### src/rtl/machine_heap_alloc.sv
// Heap allocator and single write-port arbiter for the SKI reduction machine.
// Optional usage counters are compiled in with MACHINE_HEAP_STATS_EN.
//
// state | meaning
// IDLE  | arbitrate requesters, apply pending heap clear
// WRITE | heap write outstanding, hold until mem_wr_ready
// RESP  | one-cycle response pulse to the granted requester
module machine_heap_alloc #(
   parameter int ADDR_W     = 30,
   parameter int HEAP_LIMIT = 1048576
) (
   input  logic              system1000,
   input  logic              system1000_rst,
   input  logic              req0_valid,
   input  logic [62:0]       req0_term,
   output logic              req0_ready,
   output logic              rsp0_valid,
   output logic [ADDR_W-1:0] rsp0_addr,
   input  logic              req1_valid,
   input  logic [62:0]       req1_term,
   output logic              req1_ready,
   output logic              rsp1_valid,
   output logic [ADDR_W-1:0] rsp1_addr,
   output logic              mem_wr_en,
   output logic [ADDR_W-1:0] mem_wr_addr,
   output logic [63:0]       mem_wr_data,
   input  logic              mem_wr_ready,
   input  logic              heap_clear,
   output logic              heap_full,
   output logic [ADDR_W:0]   alloc_ptr
`ifdef MACHINE_HEAP_STATS_EN
   ,
   output logic [31:0]       alloc_count,
   output logic [31:0]       stall_count
`endif
);

   localparam logic [ADDR_W:0] LIMIT = (ADDR_W+1)'(HEAP_LIMIT);

   typedef enum logic [1:0] {IDLE, WRITE, RESP} state_t;

   state_t      state, state_nxt;
   logic        clear_pend;
   logic        last_grant;
   logic        gnt;
   logic        grant_ok;
   logic        pick1;
   logic        accept;
   logic [62:0] term_sel;

   function automatic logic [63:0] encode(input logic [62:0] t);
      case (t[62:60])
         3'b000:  return {4'h0, 60'b0};
         3'b001:  return {4'h1, 60'b0};
         3'b010:  return {4'h2, 60'b0};
         3'b011:  return {4'h3, t[59:30], t[29:0]};
         default: return {4'h4, 28'b0, t[59:28]};
      endcase
   endfunction

   assign heap_full = (alloc_ptr == LIMIT);

   always_comb begin
      state_nxt  = state;
      grant_ok   = (state == IDLE) && !heap_full && !heap_clear && !clear_pend;
      // with both requesting, the one not served last wins
      pick1      = req1_valid && (!req0_valid || !last_grant);
      req0_ready = grant_ok && req0_valid && !pick1;
      req1_ready = grant_ok && pick1;
      accept     = req0_ready || req1_ready;
      term_sel   = pick1 ? req1_term : req0_term;
      case (state)
         IDLE:    if (accept) state_nxt = WRITE;
         WRITE:   if (mem_wr_ready) state_nxt = RESP;
         RESP:    state_nxt = IDLE;
         default: state_nxt = IDLE;
      endcase
   end

   always_ff @(posedge system1000) begin
      if (system1000_rst) begin
         state       <= IDLE;
         alloc_ptr   <= '0;
         clear_pend  <= 1'b0;
         last_grant  <= 1'b1;
         gnt         <= 1'b0;
         mem_wr_en   <= 1'b0;
         mem_wr_addr <= '0;
         mem_wr_data <= '0;
         rsp0_valid  <= 1'b0;
         rsp0_addr   <= '0;
         rsp1_valid  <= 1'b0;
         rsp1_addr   <= '0;
      end else begin
         state      <= state_nxt;
         rsp0_valid <= 1'b0;
         rsp1_valid <= 1'b0;
         case (state)
            IDLE: begin
               if (heap_clear || clear_pend) begin
                  alloc_ptr  <= '0;
                  clear_pend <= 1'b0;
               end else if (accept) begin
                  gnt         <= pick1;
                  last_grant  <= pick1;
                  mem_wr_data <= encode(term_sel);
                  mem_wr_addr <= alloc_ptr[ADDR_W-1:0];
                  mem_wr_en   <= 1'b1;
               end
            end
            WRITE: begin
               // a clear arriving mid-write waits until the write has landed
               if (heap_clear) clear_pend <= 1'b1;
               if (mem_wr_ready) begin
                  mem_wr_en <= 1'b0;
                  alloc_ptr <= alloc_ptr + 1'b1;
                  if (gnt) begin
                     rsp1_addr  <= mem_wr_addr;
                     rsp1_valid <= 1'b1;
                  end else begin
                     rsp0_addr  <= mem_wr_addr;
                     rsp0_valid <= 1'b1;
                  end
               end
            end
            RESP: begin
               if (heap_clear) clear_pend <= 1'b1;
            end
            default: ;
         endcase
      end
   end

`ifdef MACHINE_HEAP_STATS_EN
   always_ff @(posedge system1000) begin
      if (system1000_rst) begin
         alloc_count <= '0;
         stall_count <= '0;
      end else begin
         if (state == WRITE && mem_wr_ready && alloc_count != '1)
            alloc_count <= alloc_count + 1'b1;
         if (mem_wr_en && !mem_wr_ready && stall_count != '1)
            stall_count <= stall_count + 1'b1;
      end
   end
`endif

endmodule
### config.mk
export PLATFORM = sky130hd
export DESIGN_NAME = machine_heap_alloc
export DESIGN_NICKNAME = d
export VERILOG_FILES = /design/src/rtl/machine_heap_alloc.sv
export SDC_FILE = /design/constraint.sdc
export NUM_CORES = 1
export LEC_CHECK = 0
export CAP_MARGIN = 0
export CORE_MARGIN = 4
export CORE_UTILIZATION = 44
export DETAILED_ROUTE_END_ITERATION = 8
export PLACE_DENSITY = 0.81
export SYNTH_ARGS = -nofsm -noshare
export SYNTH_HDL_FRONTEND = slang
export SYNTH_SLANG_ARGS = --single-unit
### constraint.sdc
create_clock -name system1000 -period 2.22 [get_ports system1000]
set_input_delay 0.555 -clock system1000 [delete_from_list [all_inputs] [get_ports system1000]]
set_output_delay 0.555 -clock system1000 [all_outputs]
set_load 0.02 [all_outputs]
Yosys cells after proc, flatten, opt, wreduce, memory -nomap -nowiden. Index checks and enable logic that the tools add are counted.

Bits in registers: 193. Latch bits: 0. Memory bits (writable): 0. ROM bits: 0. Output and inout bits: 191. Logic and storage cells: 74. Memories: 0.

Add/sub/neg operators: 1. Multipliers: 0. Divide/modulo/power cells: 0. $lt $le $gt $ge: 0. Eq/ne operators: 11. Shift-type cells: 0. Multiplexer cells: 17. Bitwise logic cells: 4. Reductions and logical operators: 29.

Operators by type and width (number): $pmux 63 s4 (1); $mux 63 (1); $mux 31 (2); $pmux 31 s2 (1); $add 31x1->31 const B (1); $eq 31x21->1 const B (1); $reduce_and 3->1 (5); $logic_and 1x1->1 (7); $mux 1 (7); $eq 3x2->1 const B (2); $logic_not 1->1 (6); $ne 2x2->1 const B (3); $mux 2 (2); $ne 2x1->1 const B (2); $not 1->1 (4); $pmux 1 s2 (2); $pmux 2 s2 (1); $reduce_and 4->1 (1); $reduce_bool 2->1 (2); $eq 3x1->1 const B (1); $logic_not 3->1 (1); $logic_or 1x1->1 (3); $reduce_or 3->1 (1); $eq 2x1->1 const B (1); 4 further kinds (4).

Depth between registers and ports, before layout.
Word-level depth: 11. Gate-level depth with buffers: 9. Mapped depth without buffers: 7.

Least setup slack after synthesis. Ideal clock, no wire load.

Path type: register to output. From: register alloc_ptr[0]. To: output req1_ready. Data arrival time: 1803 ps. Data required time: 1665 ps. Setup slack: -138 ps. Cell stages (with the launch flop): 7. Cell sequence: dfxtp_1 -> inv_1 -> ha_1 -> nor4b_1 -> nand4_1 -> nor2_1 -> nor3_1.

Cells in the longest elaborated chain, start to end: 6.

Ends and longest elaborated chain: start, declared (RTL line 30) `output logic [ADDR_W:0] alloc_ptr`; start signal, assigned (RTL line 116) `alloc_ptr <= alloc_ptr + 1'b1;`; $eq 31x21->1 (RTL line 61) `assign heap_full = (alloc_ptr == LIMIT);`; named net heap_full (RTL line 29) `output logic heap_full,`; $logic_not 1->1 (RTL line 65) `grant_ok = (state == IDLE) && !heap_full && !heap_clear && !clear_pend;`; $logic_and 1x1->1 (3 in a row) (RTL line 65); $logic_and 1x1->1 (RTL line 69) `req1_ready = grant_ok && pick1;`; end, declared (RTL line 21) `output logic req1_ready,`.

The timed path passes the listed nets, and every way through them passes these cells.

Worst setup path after layout.
From: register alloc_ptr[11]. To: output req0_ready.

Cells in the longest elaborated chain, start to end: 7.

Ends and longest elaborated chain: $eq 31x21->1 (RTL line 61); $logic_not 1->1 (RTL line 65); $logic_and 1x1->1 (3 in a row) (RTL line 65); $logic_and 1x1->1 (2 in a row) (RTL line 68) `req0_ready = grant_ok && req0_valid && !pick1;`; end, declared (RTL line 16) `output logic req0_ready,`.

Every way passes these cells.

==> impl_metrics.json <==
{
  "status": "finished with violations",
  "violations": "negative setup slack",
  "number_of_pins_exceeding_their_max_slew_limit_in_the_final_report": 0,
  "floorplan.die_area_um2": 20700,
  "via_count": 8922,
  "net-switching-power_mw": 3.04,
  "dr.pass1.iters": 5,
  "layout-drive-gt1-share": 0.165,
  "gp_congestion": 0.874,
  "start_kind": "flop",
  "seq_power_share": 0.392,
  "worst_setup_path_startpoint": "alloc_ptr[11]",
  "cts.path.max_buffers": 2,
  "timing.final.crit_share": 1.22,
  "syn_nets": 1146,
  "grt_use_total": 0.269,
  "count_of_state_elements_after_synthesis": 192,
  "report.final.setup_viol": 35,
  "clkPwrFrac": 0.327,
  "number_of_routed_nets_with_antenna_violations": 0,
  "wl_per_cell_um": 19.0,
  "met3_wirelength_um": 2800,
  "power.switching_fraction": 0.323,
  "power.static_leakage_nw": 5.22,
  "post-route-min-period_ns": 2.71,
  "fin_setup_tns_ns": -2.88,
  "max_cap_violations": 0,
  "placement_rows": 49,
  "worst_skew_pair.late_latency_ns": 0.44,
  "grt_pass1_vias": 8335,
  "post_route_worst_setup_slack_ns": -0.489,
  "wl_met1_um": 11300,
  "htree_levels": 4,
  "slew_headroom": 0.585,
  "cp_common_cell": "sky130_fd_sc_hd__buf_4",
  "remaining_drc_errors": 0,
  "area.growth.synth_to_final_pct": 65.8,
  "synth-edff-count": 0,
  "highest-signal-layer": "met4",
  "coreArea_um2": 18000,
  "synthDominantAreaCellType": "sky130_fd_sc_hd__dfxtp_1",
  "antenna_found_initial": 0,
  "cpLargestDelayFamily": "simple AND/OR/NAND/NOR gates",
  "main_combinational_cell_family_by_area_after_synthesis": "simple AND/OR/NAND/NOR gates",
  "synth_commonest_cells": "sky130_fd_sc_hd__nand2_1 (286), sky130_fd_sc_hd__dfxtp_1 (192), sky130_fd_sc_hd__a21oi_1 (154)",
  "clock_tree_from_tritoncts": "done",
  "cp_max_fo": 2,
  "design.final.nets": 1531,
  "vias_per_cell": 5.45,
  "startpoint_of_the_worst_register_to_register_path": "state[0]",
  "critical_path_required_ns": 1.66,
  "critical-path-slowest-cell": "sky130_fd_sc_hd__dfxtp_2",
  "synth-xor-area-share": 0.0302,
  "portion_of_synthesized_cell_area_occupied_by_the_leading_cell_type": 0.474,
  "min-delay-path-class": "flop to flop",
  "start_util": 0.450,
  "cp.buffers_inverters": 3,
  "setup.worst_path.end_class": "primary output",
  "portion_of_the_post_synthesis_area_used_by_sequential_elements": 0.474,
  "synth_simple_gate_area_frac": 0.244,
  "top_level_ports": 323,
  "clock.fmax_mhz": 369,
  "clkSlewWorstSetupHoldPaths_ns": 0.08,
  "place_hpwl_um": 21600,
  "synth_cell_type_count": 51,
  "nFillCells": 1258,
  "ff2ff_setup_slack_ns": -0.03,
  "unrepaired_setup_endpoints_after_global_routing": "yes",
  "max_slew.worst_pin.slew_ns": 0.622,
  "grt_pass1_wl_um": 43900,
  "cellPowerDensity_nw_per_um2": 700,
  "synth-compound-area-share": 0.151,
  "port_buffers": 321,
  "muxShareOfSynthArea": 0.0447,
  "dr_wl_met2_um": 15900,
  "gr-total-overflow": 0,
  "rr_worst_depth": 11,
  "synth.yosys.warnings": 0,
  "syn_avg_cell_area_um2": 8.04,
  "first_iter_violations": 689,
  "async_flop_share": 0,
  "synth.most_common_cell": "sky130_fd_sc_hd__nand2_1",
  "timing.clock.skew_ns": 0.0119,
  "ir_drop_mv": 0.645,
  "placement.setup.worst_slack_ns": -0.594,
  "grt_max_degree": 59,
  "power.internal_mw": 6.38,
  "synthesis.instances": 1009,
  "die_w_um": 144,
  "die_height_um": 144,
  "routed_wire_length_um": 31200,
  "timing.rr.end": "mem_wr_data[31]",
  "finalPower_mw": 9.42,
  "fin_worst_hold_slack_ns": 0.454,
  "cts_sinks": 192,
  "synth-adder-area-share": 0.00771,
  "post_dp_area_um2": 12100,
  "clockRootBuffer": "sky130_fd_sc_hd__clkbuf_16",
  "critical_path_arrival_ns": 2.15,
  "crit_path_cell_trace": "nor4_4 -> buf_4 -> nand4_1 -> buf_4 -> o211ai_1 -> nor2_2 -> buf_6",
  "synthesis.area_um2": 8110,
  "criticalPathCategory": "flop to primary output",
  "combPwrFrac": 0.281,
  "min_delay_path_depth": 2,
  "cts_made_buffers": 17,
  "cp-endpoint": "req0_ready",
  "crit_path_max_incr_delay_ns": 0.34,
  "post-route-cell-area_um2": 13500,
  "finalHoldViolCount": 0,
  "ys_dominant_reg_cell": "sky130_fd_sc_hd__dfxtp_1",
  "synth.area.top_cells": "sky130_fd_sc_hd__dfxtp_1 (47%), sky130_fd_sc_hd__nand2_1 (13%), sky130_fd_sc_hd__a21oi_1 (9.5%), sky130_fd_sc_hd__mux2i_1 (4.2%), sky130_fd_sc_hd__nor2_1 (3.4%)",
  "critical_path_cell_count": 7
}
==> area by class of cell <==
class                           count  area [um^2]  share of cell area
Clock inverter                     14          155              0.0115
Multi-Input combinational cell    734         4250               0.316
Tap cell                          229          287              0.0213
Sequential cell                   192         3850               0.286
Clock buffer                       18          439              0.0326
Timing Repair Buffer              439         4430               0.329
Antenna cell                        1         2.50            0.000186
Inverter                           10         37.5             0.00279
==> cell families (layout without fill, tap and decap cells) <==
group | count (synthesis) | in the layout
AND/OR/NAND/NOR | 456 | 456
AO/OA/AOI/OAI | 208 | 208
flip-flops | 192 | 192
buffers and inverters | 83 | 481
multiplexers | 36 | 36
XOR/XNOR | 28 | 28
adder cells (fa/ha/maj) | 5 | 5
other | 1 | 2
==> worst min path at each step <==
stage	from	to	slack, ns
after detailed placement	mem_wr_data[31]	mem_wr_data[31]	0.44
final	rsp0_addr[13]	rsp0_addr[13]	0.45
after global routing	rsp0_addr[15]	rsp0_addr[15]	0.47
after CTS	mem_wr_data[40]	mem_wr_data[40]	0.45
after floorplan	state[0]	state[0]	0.45
after global placement	mem_wr_data[29]	mem_wr_data[29]	0.43
==> metal layers <==
metal | vias to the layer above | global-route usage
met1 | 4203 | 0.307
met5 | - | 0
met4 | 0 | 0.104
met2 | 458 | 0.480
li1 | 4175 | -
met3 | 86 | 0.0732
==> placed cells by master, fill, tap and decap left out, types with 3 or more instances in the layout <==
cell / n
sky130_fd_sc_hd__nor3_1: 4
sky130_fd_sc_hd__xor2_1: 22
sky130_fd_sc_hd__inv_6: 5
sky130_fd_sc_hd__buf_4: 88
sky130_fd_sc_hd__nand4_1: 14
sky130_fd_sc_hd__a21o_1: 4
sky130_fd_sc_hd__o22ai_2: 4
sky130_fd_sc_hd__and3_1: 5
sky130_fd_sc_hd__a21oi_1: 126
sky130_fd_sc_hd__buf_12: 11
sky130_fd_sc_hd__nor4_4: 5
sky130_fd_sc_hd__dfxtp_2: 6
sky130_fd_sc_hd__nor2_1: 69
sky130_fd_sc_hd__clkbuf_16: 24
sky130_fd_sc_hd__o211ai_1: 3
sky130_fd_sc_hd__xnor2_1: 6
sky130_fd_sc_hd__nand3_1: 17
sky130_fd_sc_hd__dfxtp_1: 186
sky130_fd_sc_hd__buf_6: 14
sky130_fd_sc_hd__a211o_1: 30
sky130_fd_sc_hd__dlymetal6s2s_1: 4
sky130_fd_sc_hd__ha_1: 3
sky130_fd_sc_hd__mux2i_1: 34
sky130_fd_sc_hd__o21ai_0: 3
sky130_fd_sc_hd__inv_2: 3
sky130_fd_sc_hd__inv_1: 7
sky130_fd_sc_hd__inv_8: 4
sky130_fd_sc_hd__clkdlybuf4s50_1: 312
sky130_fd_sc_hd__or3_1: 27
sky130_fd_sc_hd__a21oi_4: 7
sky130_fd_sc_hd__nand2_1: 285
sky130_fd_sc_hd__a21oi_2: 22
sky130_fd_sc_hd__nor2_2: 4
==> through the flow <==
stage	util	instances
6_report	0.746	1637
3_5_place_dp	0.673	1579
3_3_place_gp	0.673	1579
2_1_floorplan	-	1009
4_1_cts	0.718	1622
5_1_grt	0.746	1636
==> power by group through the flow <==
| stage | clock network [mW] | logic (mW) | registers [mW] |
|---|---|---|---|
| after global placement | 0 | 2.20 | 3.75 |
| after CTS | 3.11 | 2.35 | 3.68 |
| after floorplan | 0 | 0.977 | 3.90 |
| after detailed placement | 0 | 2.23 | 3.76 |
| after global routing | 3.27 | 2.80 | 3.71 |
| final | 3.08 | 2.65 | 3.69 |
==> flip-flops by register name, indices dropped and copies added (netlist names), 2 cells and up <==
name,cells
alloc_ptr,31
mem_wr_addr,30
mem_wr_data,63
rsp0_addr,30
rsp1_addr,30
state,2
==> worst register-to-register path, stage by stage, from the launching register on <==
cell and delay [ns]:
sky130_fd_sc_hd__dfxtp_2 0.33, sky130_fd_sc_hd__inv_2 0.07, sky130_fd_sc_hd__ha_4 0.14, sky130_fd_sc_hd__buf_6 0.10, sky130_fd_sc_hd__nor3b_4 0.18, sky130_fd_sc_hd__buf_4 0.14
sky130_fd_sc_hd__buf_6 0.09, sky130_fd_sc_hd__o21ai_4 0.07, sky130_fd_sc_hd__a2111o_2 0.60, sky130_fd_sc_hd__clkbuf_16 0.23, sky130_fd_sc_hd__o22ai_2 0.14, sky130_fd_sc_hd__a21o_1 0.10
==> timing repair <==
item,4_1_cts,5_1_grt
gates resized for setup,39,68
setup endpoints to repair,10,67
hold buffers,0,0
pin swaps,10,26
endpoints found under the hold margin,0,0
setup buffers,11,9
gates cloned,0,11
Power figures use the tool's default switching activity.
